### config.mk
export PLATFORM = sky130hd
export DESIGN_NAME = rst_sequencer
export DESIGN_NICKNAME = d
export VERILOG_FILES = /design/src/rtl/rst_sequencer_pkg.sv /design/src/rtl/rst_sequencer_cdc_bit_sync.sv /design/src/rtl/rst_sequencer.sv
export SDC_FILE = /design/constraint.sdc
export NUM_CORES = 1
export LEC_CHECK = 0
export BUFFER_PORTS_ARGS = -buffer_cell sky130_fd_sc_hd__buf_2
export CAP_MARGIN = 20
export CORE_MARGIN = 2
export CORE_UTILIZATION = 50
export DETAILED_ROUTE_END_ITERATION = 7
export GPL_ROUTABILITY_DRIVEN = 0
export GPL_TIMING_DRIVEN = 0
export HOLD_SLACK_MARGIN = 0.08
export MAX_ROUTING_LAYER = met4
export PLACE_DENSITY = 0.68
export SYNTH_ARGS = -nofsm -noshare
export SYNTH_HDL_FRONTEND = slang
export SYNTH_SLANG_ARGS = --single-unit
export TNS_END_PERCENT = 30
### constraint.sdc
create_clock -name clk -period 2.22 [get_ports clk]
set_clock_uncertainty 0.2 [all_clocks]
set_input_delay 0.444 -clock clk [delete_from_list [all_inputs] [get_ports clk]]
set_output_delay 0.444 -clock clk [all_outputs]
set_load 0.01 [all_outputs]
### src/rtl/rst_sequencer_pkg.sv
// Shared types and constants for the reset sequencer: FSM states, stage
// indices and the saturating increment used by the lock-loss counter.
package rst_sequencer_pkg;

    typedef enum logic [1:0] {
        WAIT_LOCK = 2'd0,
        STABLE    = 2'd1,
        RELEASE   = 2'd2,
        RUN       = 2'd3
    } state_t;

    localparam int STG_MEM    = 0;
    localparam int STG_CORE   = 1;
    localparam int STG_LOADER = 2;
    localparam int STG_CPU    = 3;
    localparam int NUM_STG    = 4;

    function automatic logic [7:0] sat_inc(input logic [7:0] v);
        return (v == 8'hFF) ? v : v + 8'd1;
    endfunction

endpackage

### src/rtl/rst_sequencer_cdc_bit_sync.sv
// Multi-flop synchroniser for one asynchronous level signal, cleared by the
// asynchronous reset.
module cdc_bit_sync #(
    parameter int STAGES = 2
) (
    input  logic clk,
    input  logic rst,
    input  logic d,
    output logic q
);

    logic [STAGES-1:0] chain;

    always_ff @(posedge clk or posedge rst) begin
        if (rst) begin
            chain <= '0;
        end else begin
            chain <= {chain[STAGES-2:0], d};
        end
    end

    assign q = chain[STAGES-1];

endmodule

### src/rtl/rst_sequencer.sv
// Turns the raw PLL lock flag into ordered domain resets:
// mem -> core -> loader -> cpu, once lock has been stable long enough.
//
// state     | meaning
// WAIT_LOCK | all resets asserted, waiting for synchronised lock
// STABLE    | counting consecutive lock cycles
// RELEASE   | releasing one reset every STAGE_GAP cycles
// RUN       | all resets released, sys_ready high
module rst_sequencer
    import rst_sequencer_pkg::*;
#(
    parameter int SYNC_STAGES        = 2,
    parameter int LOCK_STABLE_CYCLES = 1024,
    parameter int STAGE_GAP          = 16
) (
    input  logic       clk,
    input  logic       rst,
    input  logic       locked,
    input  logic       soft_rst_req,
    output logic       rst_mem,
    output logic       rst_core,
    output logic       rst_loader,
    output logic       rst_cpu,
    output logic       sys_ready,
    output logic [7:0] lock_loss_cnt
);

    localparam int CNT_MAX = (LOCK_STABLE_CYCLES > STAGE_GAP) ? LOCK_STABLE_CYCLES : STAGE_GAP;
    localparam int CNT_W   = $clog2(CNT_MAX) + 1;
    localparam logic [CNT_W-1:0] LOCK_LAST = CNT_W'(LOCK_STABLE_CYCLES - 1);
    localparam logic [CNT_W-1:0] GAP_LAST  = CNT_W'(STAGE_GAP - 1);

    logic               lock_s;
    state_t             state, state_n;
    logic [CNT_W-1:0]   cnt, cnt_n;
    logic [1:0]         stage, stage_n, next_stg;
    logic [NUM_STG-1:0] rst_vec, rst_vec_n;
    logic               ready, ready_n;
    logic [7:0]         loss, loss_n;

    cdc_bit_sync #(.STAGES(SYNC_STAGES)) u_lock_sync (
        .clk (clk),
        .rst (rst),
        .d   (locked),
        .q   (lock_s)
    );

    assign next_stg = stage + 2'd1;

    always_ff @(posedge clk or posedge rst) begin
        if (rst) begin
            state   <= WAIT_LOCK;
            cnt     <= '0;
            stage   <= '0;
            rst_vec <= '1;
            ready   <= 1'b0;
            loss    <= '0;
        end else begin
            state   <= state_n;
            cnt     <= cnt_n;
            stage   <= stage_n;
            rst_vec <= rst_vec_n;
            ready   <= ready_n;
            loss    <= loss_n;
        end
    end

    always_comb begin
        state_n   = state;
        cnt_n     = cnt;
        stage_n   = stage;
        rst_vec_n = rst_vec;
        ready_n   = ready;
        loss_n    = loss;
        case (state)
            WAIT_LOCK: begin
                rst_vec_n = '1;
                ready_n   = 1'b0;
                if (lock_s) begin
                    state_n = STABLE;
                    cnt_n   = '0;
                end
            end
            STABLE: begin
                if (!lock_s || soft_rst_req) begin
                    state_n = WAIT_LOCK;
                    cnt_n   = '0;
                end else if (cnt == LOCK_LAST) begin
                    state_n            = RELEASE;
                    cnt_n              = '0;
                    stage_n            = 2'(STG_MEM);
                    rst_vec_n[STG_MEM] = 1'b0;
                end else begin
                    cnt_n = cnt + CNT_W'(1);
                end
            end
            RELEASE, RUN: begin
                // Lock loss takes priority over a coincident soft request so it is always counted.
                if (!lock_s || soft_rst_req) begin
                    state_n   = WAIT_LOCK;
                    cnt_n     = '0;
                    stage_n   = '0;
                    rst_vec_n = '1;
                    ready_n   = 1'b0;
                    if (!lock_s) begin
                        loss_n = sat_inc(loss);
                    end
                end else if (state == RELEASE) begin
                    if (cnt == GAP_LAST) begin
                        cnt_n               = '0;
                        stage_n             = next_stg;
                        rst_vec_n[next_stg] = 1'b0;
                        if (next_stg == 2'(STG_CPU)) begin
                            ready_n = 1'b1;
                            state_n = RUN;
                        end
                    end else begin
                        cnt_n = cnt + CNT_W'(1);
                    end
                end
            end
            default: begin
                state_n   = WAIT_LOCK;
                rst_vec_n = '1;
                ready_n   = 1'b0;
            end
        endcase
    end

    assign rst_mem       = rst_vec[STG_MEM];
    assign rst_core      = rst_vec[STG_CORE];
    assign rst_loader    = rst_vec[STG_LOADER];
    assign rst_cpu       = rst_vec[STG_CPU];
    assign sys_ready     = ready;
    assign lock_loss_cnt = loss;

endmodule

======== Yosys cells after proc, flatten, opt, wreduce, memory -nomap -nowiden ========
Cells that the tools add are included.
word-level totals
  logic and storage cells ................. 80
  input port bits ......................... 4
  register bits after elaboration ......... 30
  output and inout port bits .............. 13
operators by class
  eq/ne operators ......................... 14
  reductions and logical operators ........ 14
  add/subtract/negate cells ............... 3
  mux-type cells .......................... 35
  order comparisons ....................... 2
  bitwise gates (word level) .............. 4
operator list
  kind                                                        number
  two-way mux 11 bit                                          6
  case mux 11 bit (3 select lines)                            1
  two-way mux 2 bit                                           12
  two-way mux 4 bit                                           3
  inequality test 3 bit, second input constant                4
  AND reduction 4 bit                                         3
  adder 11 x 1 -> 11 bit, second input constant               1
  equality test 11 x 10 -> 1 bit, second input constant       1
  equality test 11 x 4 -> 1 bit, second input constant        1
  AND reduction 5 bit                                         2
  adder 8 x 1 -> 8 bit, second input constant                 1
  equality test 8 bit, second input constant                  1
  two-way mux 1 bit                                           7
  equality test 2 bit, second input constant                  3
  case mux 2 bit (3 select lines)                             1
  case mux 3 bit (2 select lines)                             1
  AND 4 bit                                                   1
  inequality test 2 bit, second input constant                2
  inverter 4 bit                                              1
  case mux 2 bit (2 select lines)                             1
  nonzero test 2 bit                                          2
  less-than comparator 2 x 3 -> 1 bit, second input constant  1
  case mux 1 bit (3 select lines)                             1
  AND reduction 3 bit                                         1
  13 further kinds                                            14

======== Logic depth before layout (Yosys ltp) ========
Gate-level depths: netlist (run 1).
  depth after elaboration ................. 11
  gate-level depth with buffers ........... 7
  mapped depth without buffers ............ 6

======== By module ========
Synthesis (run 1) repeated with hierarchy kept, for this count alone.
second synthesis, totals
  cell total of the unflattened synthesis .. 172
  area, all modules ....................... 1686.6 um2
modules (own cells, without submodules)
  module         area each (um2)  instances  cells an instance  seq. area each (um2)
  rst_sequencer  1632.8           1          169                705.7
  cdc_bit_sync   53.8             1          3                  50.0

======== Worst setup path after synthesis (run 1) ========
No wires, ideal clock.
  kind .................................... reg-to-reg
  start ................................... register loss[0], in the netlist lock_loss_cnt[0]
  end ..................................... register loss[1], in the netlist lock_loss_cnt[1]
  stages on the path, launching flop included .. 5
  setup slack ............................. 0.278 ns
  library setup time ...................... 0.125 ns
  arrival ................................. 1.618 ns
  path through ............................ dfrtp_1 -> ha_1 -> and3_4 -> a311oi_4 -> mux2_2
between the ends
  word-level cells in the longest chain between the ends .. 3
  elaborated cells on any way between the ends .. 4
  classes of those cells .................. add/sub (1); eq/ne (1); bitwise (1); reduce/logical (1)
ends and longest elaborated chain
  element                                                       line                 text
  start, declared                                               rst_sequencer.sv:39  logic [7:0] loss, loss_n;
  start signal, assigned                                        rst_sequencer.sv:64  loss <= loss_n;
  branches (longest 3 deep; another with adder 8 x 1 -> 8 bit)  n/a
Several ways; the timed one is not identified.
A chain may end at the register's enable or synchronous reset.

======== Worst setup path after layout (run 1) ========
  start ................................... register cnt[0]
  end ..................................... register cnt[0]
between the ends
  word-level cells in the longest chain between the ends .. 5
  elaborated cells on any way between the ends .. 9
  classes of those cells .................. add/sub (1); eq/ne (2); mux (6)
ends and longest elaborated chain
  element                                                                         line                                                             text
  start, declared                                                                 rst_sequencer.sv:35                                              logic [CNT_W-1:0] cnt, cnt_n;
  start signal, assigned                                                          rst_sequencer.sv:60                                              cnt <= cnt_n;
  adder 11 x 1 -> 11 bit / equality test 11 x 4 -> 1 bit (equally long branches)  rst_sequencer.sv:94, rst_sequencer.sv:118, rst_sequencer.sv:109
  two-way mux 11 bit                                                              rst_sequencer.sv:109                                             if (cnt == GAP_LAST) begin
  two-way mux 11 bit                                                              rst_sequencer.sv:108                                             end else if (state == RELEASE) begin
  two-way mux 11 bit                                                              rst_sequencer.sv:99                                              if (!lock_s || soft_rst_req) begin
  case mux 11 bit (3 select lines) *                                              rst_sequencer.sv:75                                              case (state)
Mark *: on every way between the ends. The rest lies on a longest branch, timed or not. The select of a mux whose other input is x is not followed.

==> reports/results.md, run 1 <==
### Drt
* antenna viol nets, final: 0
* number of iterations in the first detailed-routing pass: 4
* via-per-instance ratio: 5.66
* average wire per standard cell: 14.7 um
* wire length after detailed routing: 3440 um
* initial detailed-routing violation count: 40
* vias after detailed routing: 1,324
* remaining design rule violation count: 0

### Cells and area
* number of diodes: 0
* number of nets at the end of the flow: 199
* combined area of the multi-input logic cells: 837 um2
* Synth-to-Final Area Change: 19.1%
* area occupied by registers: 756 um2
* share of layout cells above drive strength 1: 24.7%
* fin util: 63.1%
* final non-filler cell area: 0.00194 mm2
* final non-filler cell total: 234
* number of fill cells in the layout: 265

### Logic synthesis
* cell types with the largest area share after synthesis: sky130_fd_sc_hd__dfrtp_1 (40%), sky130_fd_sc_hd__dfstp_2 (6.4%), sky130_fd_sc_hd__ha_1 (4.6%)
* Synth Instances: 161
* post-synth cell types: 44
* most numerous cell types in the synthesized netlist: sky130_fd_sc_hd__dfrtp_1 (26), sky130_fd_sc_hd__nand2_1 (17), sky130_fd_sc_hd__o21ai_0 (10)
* post-synthesis average cell area: 10.1 um2
* sequential element share of the synthesized area: 46.3%
* main flop type after synthesis: sky130_fd_sc_hd__dfrtp_1
* cell taking the most area after synthesis: sky130_fd_sc_hd__dfrtp_1
* proportion of synthesized flip-flops having asynchronous set or reset: 100%
* total of flip-flops plus latches after synthesis: 30
* fraction of post-synthesis cell area in the top cell type by area: 39.9%
* number of synthesis warnings: 0
* most frequent cell after synthesis: sky130_fd_sc_hd__dfrtp_1
* Post-Synthesis Cell Area: 0.00163 mm2
* number of enable-type register cells in the synthesized netlist: 0
* number of nets produced by synthesis: 171

### Critical path
* Setup crit start kind: register
* crit path launch: cnt[0]$_DFFE_PP0P_
* category of the critical setup timing path: register to register
* r2r endpoint: cnt[0]$_DFFE_PP0P_
* minimum setup slack among reg-to-reg paths: 0.08 ns
* Worst Setup End Kind: register
* critical path arrival: 2.18 ns
* start of the worst register-to-register path: cnt[0]$_DFFE_PP0P_
* master of the slowest instance on the critical path: sky130_fd_sc_hd__dfrtp_1
* cell-by-cell trace of the critical path: ha_2 > nand4_1 > o31a_1 > o21ai_4 > nor2_2 > mux2_2
* highest net fanout along the worst path: 8
* worst reg-to-reg path cell count: 6
* endpoint of the most critical setup path: cnt[0]$_DFFE_PP0P_
* biggest cell delay along the critical path: 0.39 ns
* required time at the worst-slack endpoint: 2.25 ns

### Power
* cell leakage power: 0.888 nW
* maximum ir drop on the vdd rail: 0.363 mV
* power density normalized to cell area: 627 mW/mm2

### Floorplanning
* standard-cell rows: 20
* floorplan die area: 0.00374 mm2
* core footprint: 0.00308 mm2
* Die Height: 61.1 um
* starting density of the core: 53.0%
* x dimension of the die: 61.1 um
* boundary pin count: 17

### Clock tree
* TritonCTS clock tree: done
* number of levels in the clock H-tree: 2
* buffer depth of the longest clock path: 2
* Clock Latency Late Sink: 0.34 ns
* clock transition at the register clock pins on the worst setup and hold paths after CTS: 0.09 ns
* Num CTS Buffers: 5
* buffer cell driving the clock tree root: sky130_fd_sc_hd__clkbuf_4
* clk sink count: 30

### Placed design
* Setup WS pre-CTS: 0.119 ns
* dpl hpwl: 2470 um
* placed cell areas: 0.00179 mm2
* total placed cells including tap cells: 222
* # port buffers: 16

### Worst hold path
* path class of the lowest-slack min-delay path: register to register

### Global routing
* vias in the first global route: 1,274
* maximum number of pins on one net before global-route repair: 20
* residual overflow from global routing: 0
* antenna violations before repair: 0
* global router's overall resource usage: 21.8%
* wire length of the first global-routing pass: 5660 um

### STA
* time the final worst path needs with I/O delays and setup: 2.14 ns
* final worst-path setup slack: 0.0754 ns
* Relative slew margins: 63.5%
* worst slew pin tran: 0.547 ns
* f_max: 466 MHz
* Final period util: 96.6%
* # setup viols final: 0
* final slew viol count: 0
* endpoints failing hold: 0

### Flow run
* MaxCap Viol Count: 0

### Run status
* status: finished clean

## power breakdown
group / internal (mW) / leakage [nW] / switching [mW] / total [mW]
logic: 0.0290 / 0.430 / 0.0504 / 0.0794
registers: 0.552 / 0.399 / 0.00866 / 0.561
clock network: 0.381 / 0.0585 / 0.196 / 0.577
total: 0.963 / 0.888 / 0.255 / 1.22
## stage by stage
step           TNS [ns]  power (mW)  hold WS, ns
2_1_floorplan         0       0.619        0.131
3_3_place_gp          0       0.637        0.136
3_5_place_dp          0       0.646        0.140
4_1_cts               0        1.22        0.162
5_1_grt          -0.101        1.26        0.178
6_report              0        1.22        0.162
## flip-flops by register name, summed over array words and instances, names as in the netlist
register,flops
stage,2
u_lock_sync.chain,2
state,2
lock_loss_cnt,8
cnt,11
rst_vec,4
sys_ready,1
## critical path: cells and delay by family (launching register included)
kind / cells / cell delay, ns
flops: 1 / 0.39
compound gates: 2 / 0.66
fa+ha+maj: 1 / 0.23
mux: 1 / 0.27
simple gates: 2 / 0.28
## cells by family (layout without fill, tap and decap cells)
family / count (synthesis) / count (layout) / synth area share, %
flops: 30 / 30 / 46.3
simple gates: 64 / 64 / 21.7
compound gates: 41 / 41 / 19.0
xor+xnor: 7 / 7 / 3.76
mux: 3 / 3 / 2.07
fa+ha+maj: 6 / 6 / 4.60
buf+inv: 10 / 39 / 2.53
## how the worst min path moves through the flow
| stage | start | endpoint | slack [ns] | cells past startpoint |
|---|---|---|---|---|
| 6_report | u_lock_sync.chain[0]$_DFF_PP0_ | u_lock_sync.chain[1]$_DFF_PP0_ | 0.16 | 0 |
| 5_1_grt | u_lock_sync.chain[0]$_DFF_PP0_ | u_lock_sync.chain[1]$_DFF_PP0_ | 0.18 | 0 |
| 4_1_cts | u_lock_sync.chain[0]$_DFF_PP0_ | u_lock_sync.chain[1]$_DFF_PP0_ | 0.16 | 0 |
| 3_5_place_dp | u_lock_sync.chain[0]$_DFF_PP0_ | u_lock_sync.chain[1]$_DFF_PP0_ | 0.14 | 0 |
| 3_3_place_gp | u_lock_sync.chain[0]$_DFF_PP0_ | u_lock_sync.chain[1]$_DFF_PP0_ | 0.14 | 0 |
| 2_1_floorplan | u_lock_sync.chain[0]$_DFF_PP0_ | u_lock_sync.chain[1]$_DFF_PP0_ | 0.13 | 0 |
## final cells by class
| type | instances | share of cell area [%] |
|---|---|---|
| Sequential cell | 30 | 38.9 |
| Buffer | 3 | 0.773 |
| Inverter | 7 | 1.35 |
| Timing Repair Buffer | 21 | 7.34 |
| Clock inverter | 2 | 3.09 |
| Multi-Input combinational cell | 121 | 43.1 |
| Clock buffer | 6 | 2.64 |
| Tap cell | 44 | 2.83 |
## per-layer routing
metal  vias to the layer above  track usage [%]  routed length, um
li1                        644                -                  -
met1                       647             26.7               1570
met2                        29             33.6               1650
met3                         4             7.56                183
met4                         0             7.76                 32
met5                         -                -                  0
## what timing repair did
action / in CTS / in global routing
resized for setup: 0 / 1
hold buffers: 2 / 0
endpoints found under the setup margin: 0 / 4
hold endpoints to repair: 12 / 0
setup buffers: 0 / 2
## cell usage in the layout, fill, tap and decap left out, types with 2 or more instances in the layout
| cell | Yosys | final |
|---|---|---|
| sky130_fd_sc_hd__nand4_1 | 7 | 7 |
| sky130_fd_sc_hd__a22o_1 | 5 | 5 |
| sky130_fd_sc_hd__nand2_1 | 17 | 17 |
| sky130_fd_sc_hd__a21o_1 | 5 | 5 |
| sky130_fd_sc_hd__o21ai_0 | 10 | 10 |
| sky130_fd_sc_hd__buf_4 | 0 | 2 |
| sky130_fd_sc_hd__clkbuf_4 | 0 | 5 |
| sky130_fd_sc_hd__mux2_2 | 3 | 3 |
| sky130_fd_sc_hd__buf_2 | 3 | 19 |
| sky130_fd_sc_hd__bufinv_16 | 0 | 2 |
| sky130_fd_sc_hd__o31ai_1 | 2 | 2 |
| sky130_fd_sc_hd__or3_1 | 3 | 3 |
| sky130_fd_sc_hd__dlygate4sd3_1 | 0 | 2 |
| sky130_fd_sc_hd__ha_1 | 6 | 5 |
| sky130_fd_sc_hd__inv_1 | 7 | 7 |
| sky130_fd_sc_hd__dfrtp_1 | 26 | 26 |
| sky130_fd_sc_hd__and3_1 | 5 | 5 |
| sky130_fd_sc_hd__a2bb2oi_1 | 2 | 2 |
| sky130_fd_sc_hd__nand3_1 | 5 | 5 |
| sky130_fd_sc_hd__or2_2 | 2 | 2 |
| sky130_fd_sc_hd__xnor2_1 | 6 | 6 |
| sky130_fd_sc_hd__o21ai_1 | 3 | 3 |
| sky130_fd_sc_hd__nor2b_1 | 5 | 5 |
| sky130_fd_sc_hd__a21oi_1 | 4 | 4 |
| sky130_fd_sc_hd__nor2_1 | 8 | 8 |
| sky130_fd_sc_hd__dfstp_2 | 4 | 4 |
| sky130_fd_sc_hd__nand4b_1 | 2 | 2 |
Note: power is estimated with default switching activity, not from simulation.
==> run 2: changes to the inputs <==
- PLACE_DENSITY: 0.68 -> 0.7
- SETUP_SLACK_MARGIN: unset -> 0.1
==> reports/results.md, run 2 (same netlist as run 1, synthesis figures left out) <==
### Run status
* status: finished clean, unchanged

### STA
* Relative slew margins: 63.0%, was 63.5%
* Final period util: 92.1%, was 96.6%
* time the final worst path needs with I/O delays and setup: 2.04 ns, was 2.14 ns
* worst slew pin tran: 0.555 ns, was 0.547 ns
* endpoints failing hold: 0, unchanged
* final slew viol count: 0, unchanged
* total negative setup slack: 0 ns, unchanged
* final worst hold slack: 0.157 ns, was 0.162 ns
* setup repair after global routing missed its margin: yes
* # setup viols final: 0, unchanged
* f_max: 489 MHz, was 466 MHz

### Clock tree
* buffer depth of the longest clock path: 2, unchanged
* buffer cell driving the clock tree root: sky130_fd_sc_hd__clkbuf_4, unchanged
* clock transition at the register clock pins on the worst setup and hold paths after CTS: 0.09 ns, about the same
* Num CTS Buffers: 5, unchanged
* Clock Latency Late Sink: 0.34 ns, about the same
* clk sink count: 30, unchanged
* TritonCTS clock tree: done, unchanged
* number of levels in the clock H-tree: 2, unchanged

### Placed design
* # port buffers: 16, unchanged
* total placed cells including tap cells: 222, unchanged
* dpl hpwl: 2490 um, was 2470 um

### Cells and area
* most common cell after layout, fill and taps aside: sky130_fd_sc_hd__dfrtp_1, unchanged
* Synth-to-Final Area Change: 16.5%, was 19.1%
* leading cell types in the layout, fill and taps excluded: sky130_fd_sc_hd__dfrtp_1 (26), sky130_fd_sc_hd__buf_2 (19), sky130_fd_sc_hd__nand2_1 (17), unchanged
* share of layout cells above drive strength 1: 24.6%, was 24.7%
* number of diodes: 0, unchanged
* number of flip-flops in the largest register: 11, unchanged
* number of fill cells in the layout: 286, was 265
* final non-filler cell total: 235, was 234
* Top reg by flops: cnt, unchanged
* number of nets at the end of the flow: 200, was 199

### Flow run
* MaxCap Viol Count: 0, unchanged

### Power
* power density normalized to cell area: 516 mW/mm2, was 627 mW/mm2
* maximum ir drop on the vdd rail: 0.358 mV, was 0.363 mV
* cell leakage power: 0.866 nW, was 0.888 nW

### Critical path
* cell-by-cell trace of the critical path: or2_1 > o21ai_0 > buf_2 > nor2_2 > mux2_2, was ha_2 > nand4_1 > o31a_1 > o21ai_4 > nor2_2 > mux2_2
* critical path arrival: 2.07 ns, was 2.18 ns
* highest net fanout along the worst path: 10, was 8
* biggest cell delay along the critical path: 0.47 ns, was 0.39 ns
* master of the slowest instance on the critical path: sky130_fd_sc_hd__dfrtp_1, unchanged
* Setup crit start kind: register, unchanged
* category of the critical setup timing path: register to register, unchanged
* Crit path max-delay family: flip-flops, was compound AO/OA/AOI/OAI gates
* CP Buf/Inv Count: 1, was 0
* Worst Setup End Kind: register, unchanged
* required time at the worst-slack endpoint: 2.25 ns, about the same

### Global routing
* vias in the first global route: 1,205, was 1,274
* maximum number of pins on one net before global-route repair: 20, unchanged
* antenna violations before repair: 0, unchanged
* global router's overall resource usage: 21.3%, was 21.8%
* residual overflow from global routing: 0, unchanged
* wire length of the first global-routing pass: 5530 um, was 5660 um

### Floorplanning
* standard-cell rows: 20, unchanged
* Die Height: 61.1 um, unchanged
* boundary pin count: 17, unchanged
* floorplan die area: 0.00374 mm2, unchanged
* x dimension of the die: 61.1 um, unchanged
* starting density of the core: 53.0%, unchanged
* core footprint: 0.00308 mm2, unchanged

### Drt
* antenna viol nets, final: 0, unchanged
* initial detailed-routing violation count: 64, was 40
* vias after detailed routing: 1,352, was 1,324
* wire length after detailed routing: 3500 um, was 3440 um
* average wire per standard cell: 14.9 um, was 14.7 um
* via-per-instance ratio: 5.75, was 5.66
* remaining design rule violation count: 0, unchanged
* number of iterations in the first detailed-routing pass: 4, unchanged

### Worst hold path
* path class of the lowest-slack min-delay path: register to register, unchanged

[run 2: layout make-up]
type	instances	area (um2)	share of cell area [%]
Buffer	3	15.0	0.790
Clock buffer	7	55.1	2.90
Clock inverter	1	5.00	0.263
Inverter	7	26.3	1.38
Multi-Input combinational cell	122	846	44.5
Sequential cell	30	756	39.8
Tap cell	44	55.1	2.90
Timing Repair Buffer	21	143	7.50
[run 2: final timing paths]
kind	from	endpoint	slack [ns]	depth (start not counted)
max	state[1]$_DFFE_PP0P_	cnt[0]$_DFFE_PP0P_	0.18	5
min	u_lock_sync.chain[0]$_DFF_PP0_	u_lock_sync.chain[1]$_DFF_PP0_	0.16	0
max reg2reg	state[1]$_DFFE_PP0P_	cnt[0]$_DFFE_PP0P_	0.18	5
min reg2reg	u_lock_sync.chain[0]$_DFF_PP0_	u_lock_sync.chain[1]$_DFF_PP0_	0.16	0
max in group asynchronous	rst	rst_vec[0]$_DFFE_PP1P_	0.76	4
min in group asynchronous	rst	lock_loss_cnt[2]$_DFFE_PP0P_	0.48	3
[run 2: what timing repair did]
action | in CTS | in global routing
setup buffers | 0 | 2
resized for setup | 0 | 2
hold endpoints to repair | 9 | 0
setup endpoints to repair | 0 | 8
hold buffers | 2 | 0
[run 2: worst reg2reg max path: cells and delay by family, from the launching register on]
family / cells / cell delay, ns
muxes: 1 / 0.26
AOI/OAI and AO/OA: 1 / 0.32
and+or+nand+nor: 2 / 0.40
DFF: 1 / 0.47
buffers and inverters: 1 / 0.30
[run 2: routing by layer]
| layer | vias to the layer above | part of all wire (%) | global-route usage, % |
|---|---|---|---|
| met1 | 667 | 46 | 26.8 |
| met5 | - | 0 | - |
| met3 | 6 | 4.5 | 6.30 |
| met4 | 0 | 1.5 | 8.39 |
| li1 | 647 | - | - |
| met2 | 32 | 48 | 32.1 |
[run 2: per-stage QoR]
step                worst slack, ns  utilization [%]  cell area, um2  total power [mW]
CTS                           0.117             60.9            1870             0.984
floorplan                     0.278                -            1630             0.619
global placement              0.148             57.4            1770             0.636
detailed placement            0.130             58.3            1790             0.643
global route                 0.0430             61.7            1900              1.03
finish                        0.175             61.7            1900             0.982
[run 2: power by group]
group | internal [mW] | switching, mW
registers | 0.552 | 0.00900
clock network | 0.153 | 0.186
logic | 0.0306 | 0.0510
total | 0.736 | 0.246
==> run 3: changes to the inputs <==
- CELL_PAD_IN_SITES_DETAIL_PLACEMENT: unset -> 1
- CELL_PAD_IN_SITES_GLOBAL_PLACEMENT: unset -> 2
- CORE_UTILIZATION: 50 -> 37
- PLACE_DENSITY: 0.7 -> 0.79
==> reports/results.md, run 3 (same netlist as run 1, synthesis figures left out) <==
### Run status
* status: finished clean, unchanged

### STA
* total negative setup slack: 0 ns, unchanged
* setup repair after global routing missed its margin: yes, unchanged
* endpoints failing hold: 0, unchanged
* Final period util: 91.6%, was 92.1%
* f_max: 492 MHz, was 489 MHz
* final slew viol count: 0, unchanged
* time the final worst path needs with I/O delays and setup: 2.03 ns, was 2.04 ns
* Relative slew margins: 59.7%, was 63.0%
* worst slew pin tran: 0.604 ns, was 0.555 ns
* # setup viols final: 0, unchanged

### Global routing
* residual overflow from global routing: 0, unchanged
* global router's overall resource usage: 18.6%, was 21.3%
* maximum number of pins on one net before global-route repair: 19, was 20
* vias in the first global route: 1,447, was 1,205
* wire length of the first global-routing pass: 7020 um, was 5530 um
* antenna violations before repair: 0, unchanged

### Flow run
* MaxCap Viol Count: 0, unchanged

### Critical path
* minimum setup slack among reg-to-reg paths: 0.19 ns, was 0.18 ns
* highest net fanout along the worst path: 8, was 10
* Worst Setup End Kind: register, unchanged
* master of the slowest instance on the critical path: sky130_fd_sc_hd__a311oi_4, was sky130_fd_sc_hd__dfrtp_1
* CP Buf/Inv Count: 0, was 1
* number of logic stages on the critical path including buffering: 4, was 5
* Crit path max-delay family: compound AO/OA/AOI/OAI gates, was flip-flops
* category of the critical setup timing path: register to register, unchanged
* worst reg-to-reg path cell count: 4, was 5
* Setup crit start kind: register, unchanged
* critical path arrival: 2.01 ns, was 2.07 ns
* required time at the worst-slack endpoint: 2.19 ns, was 2.25 ns
* biggest cell delay along the critical path: 0.49 ns, was 0.47 ns
* start of the worst register-to-register path: lock_loss_cnt[0]$_DFFE_PP0P_, was state[1]$_DFFE_PP0P_
* r2r endpoint: lock_loss_cnt[1]$_DFFE_PP0P_, was cnt[0]$_DFFE_PP0P_
* cell-by-cell trace of the critical path: ha_1 > and3_4 > a311oi_4 > mux2_2, was or2_1 > o21ai_0 > buf_2 > nor2_2 > mux2_2

### Clock tree
* Num CTS Buffers: 5, unchanged
* buffer depth of the longest clock path: 2, unchanged
* buffer cell driving the clock tree root: sky130_fd_sc_hd__clkbuf_8, was sky130_fd_sc_hd__clkbuf_4
* number of levels in the clock H-tree: 2, unchanged
* TritonCTS clock tree: done, unchanged
* Clock Latency Late Sink: 0.29 ns, was 0.34 ns
* clock transition at the register clock pins on the worst setup and hold paths after CTS: 0.07 ns, was 0.09 ns
* clk sink count: 30, unchanged

### Drt
* number of iterations in the first detailed-routing pass: 4, unchanged
* remaining design rule violation count: 0, unchanged
* vias after detailed routing: 1,357, was 1,352
* wire length after detailed routing: 4180 um, was 3500 um
* antenna viol nets, final: 0, unchanged
* via-per-instance ratio: 5.61, was 5.75
* average wire per standard cell: 17.3 um, was 14.9 um
* initial detailed-routing violation count: 45, was 64

### Cells and area
* share of layout cells above drive strength 1: 25.8%, was 24.6%
* fin util: 46.0%, was 61.7%
* number of diodes: 0, unchanged
* leading cell types in the layout, fill and taps excluded: sky130_fd_sc_hd__dfrtp_1 (26), sky130_fd_sc_hd__buf_2 (19), sky130_fd_sc_hd__nand2_1 (17), unchanged
* final non-filler cell total: 242, was 235
* Synth-to-Final Area Change: 21.2%, was 16.5%
* most common cell after layout, fill and taps aside: sky130_fd_sc_hd__dfrtp_1, unchanged
* final non-filler cell area: 0.00198 mm2, was 0.00190 mm2
* Top reg by flops: cnt, unchanged
* number of nets at the end of the flow: 199, was 200
* number of flip-flops in the largest register: 11, unchanged

### Placed design
* dpl hpwl: 2970 um, was 2490 um
* # port buffers: 16, unchanged
* placed cell areas: 0.00180 mm2, was 0.00179 mm2
* total placed cells including tap cells: 230, was 222

### Floorplanning
* x dimension of the die: 70.4 um, was 61.1 um
* floorplan die area: 0.00496 mm2, was 0.00374 mm2
* core footprint: 0.00429 mm2, was 0.00308 mm2
* starting density of the core: 38.0%, was 53.0%
* boundary pin count: 17, unchanged
* standard-cell rows: 24, was 20
* Die Height: 70.4 um, was 61.1 um

### Worst hold path
* Worst Min Path Start: u_lock_sync.chain[0]$_DFF_PP0_, unchanged
* endpoint with the worst hold slack: u_lock_sync.chain[1]$_DFF_PP0_, unchanged
* Cells on Worst Hold Path: 0, unchanged
* path class of the lowest-slack min-delay path: register to register, unchanged

### Power
* maximum ir drop on the vdd rail: 0.334 mV, was 0.358 mV
* power density normalized to cell area: 567 mW/mm2, was 516 mW/mm2
* cell leakage power: 0.882 nW, was 0.866 nW

[run 3: final cells by class]
class / count / area [um2]
clock buffer: 6 / 82.6
fill: 490 / 2320
tap: 52 / 65.1
inverter: 7 / 26.3
multi-input combinational: 122 / 885
buffer: 3 / 15.0
clock inverter: 2 / 12.5
timing repair buffer: 20 / 135
sequential: 30 / 756
[run 3: what timing repair did]
| action | in CTS | in global routing |
|---|---|---|
| hold buffers | 2 | 0 |
| setup endpoints to repair | 3 | 16 |
| pin swaps | 1 | 3 |
| cloned | 1 | 0 |
| resized for setup | 0 | 8 |
| endpoints found under the hold margin | 9 | 0 |
| setup buffers | 1 | 0 |
[run 3: per-stage QoR]
stage	power, mW	setup slack (ns)	hold WS [ns]
5_1_grt	1.16	0.0776	0.155
4_1_cts	1.13	0.120	0.154
3_3_place_gp	0.638	0.103	0.139
6_report	1.12	0.186	0.153
3_5_place_dp	0.648	0.0684	0.138
2_1_floorplan	0.619	0.278	0.131
[run 3: worst max path at each step]
stage | start | slack [ns] | end
floorplan | lock_loss_cnt[0]$_DFFE_PP0P_ | 0.28 | lock_loss_cnt[1]$_DFFE_PP0P_
global placement | cnt[0]$_DFFE_PP0P_ | 0.10 | cnt[0]$_DFFE_PP0P_
detailed placement | cnt[0]$_DFFE_PP0P_ | 0.07 | cnt[3]$_DFFE_PP0P_
CTS | cnt[0]$_DFFE_PP0P_ | 0.12 | cnt[3]$_DFFE_PP0P_
global route | lock_loss_cnt[0]$_DFFE_PP0P_ | 0.08 | lock_loss_cnt[1]$_DFFE_PP0P_
finish | lock_loss_cnt[0]$_DFFE_PP0P_ | 0.19 | lock_loss_cnt[1]$_DFFE_PP0P_
[run 3: worst reg2reg max path, cell delays in order (launching register included)]
cell and delay (ns):
sky130_fd_sc_hd__dfrtp_1 0.41, sky130_fd_sc_hd__ha_1 0.24, sky130_fd_sc_hd__and3_4 0.19, sky130_fd_sc_hd__a311oi_4 0.49, sky130_fd_sc_hd__mux2_2 0.39
[run 3: routing by layer]
layer / global-route usage (%) / up-vias / part of all wire, %
met5: - / - / 0
met4: 5.98 / 0 / 1.1
met3: 4.33 / 6 / 3.3
met2: 30.2 / 22 / 50
met1: 23.0 / 688 / 46
li1: - / 641 / -
[run 3: report_power, final]
group	internal [mW]	switching, mW
Clock	0.249	0.224
Sequential	0.553	0.00938
Combinational	0.0304	0.0560
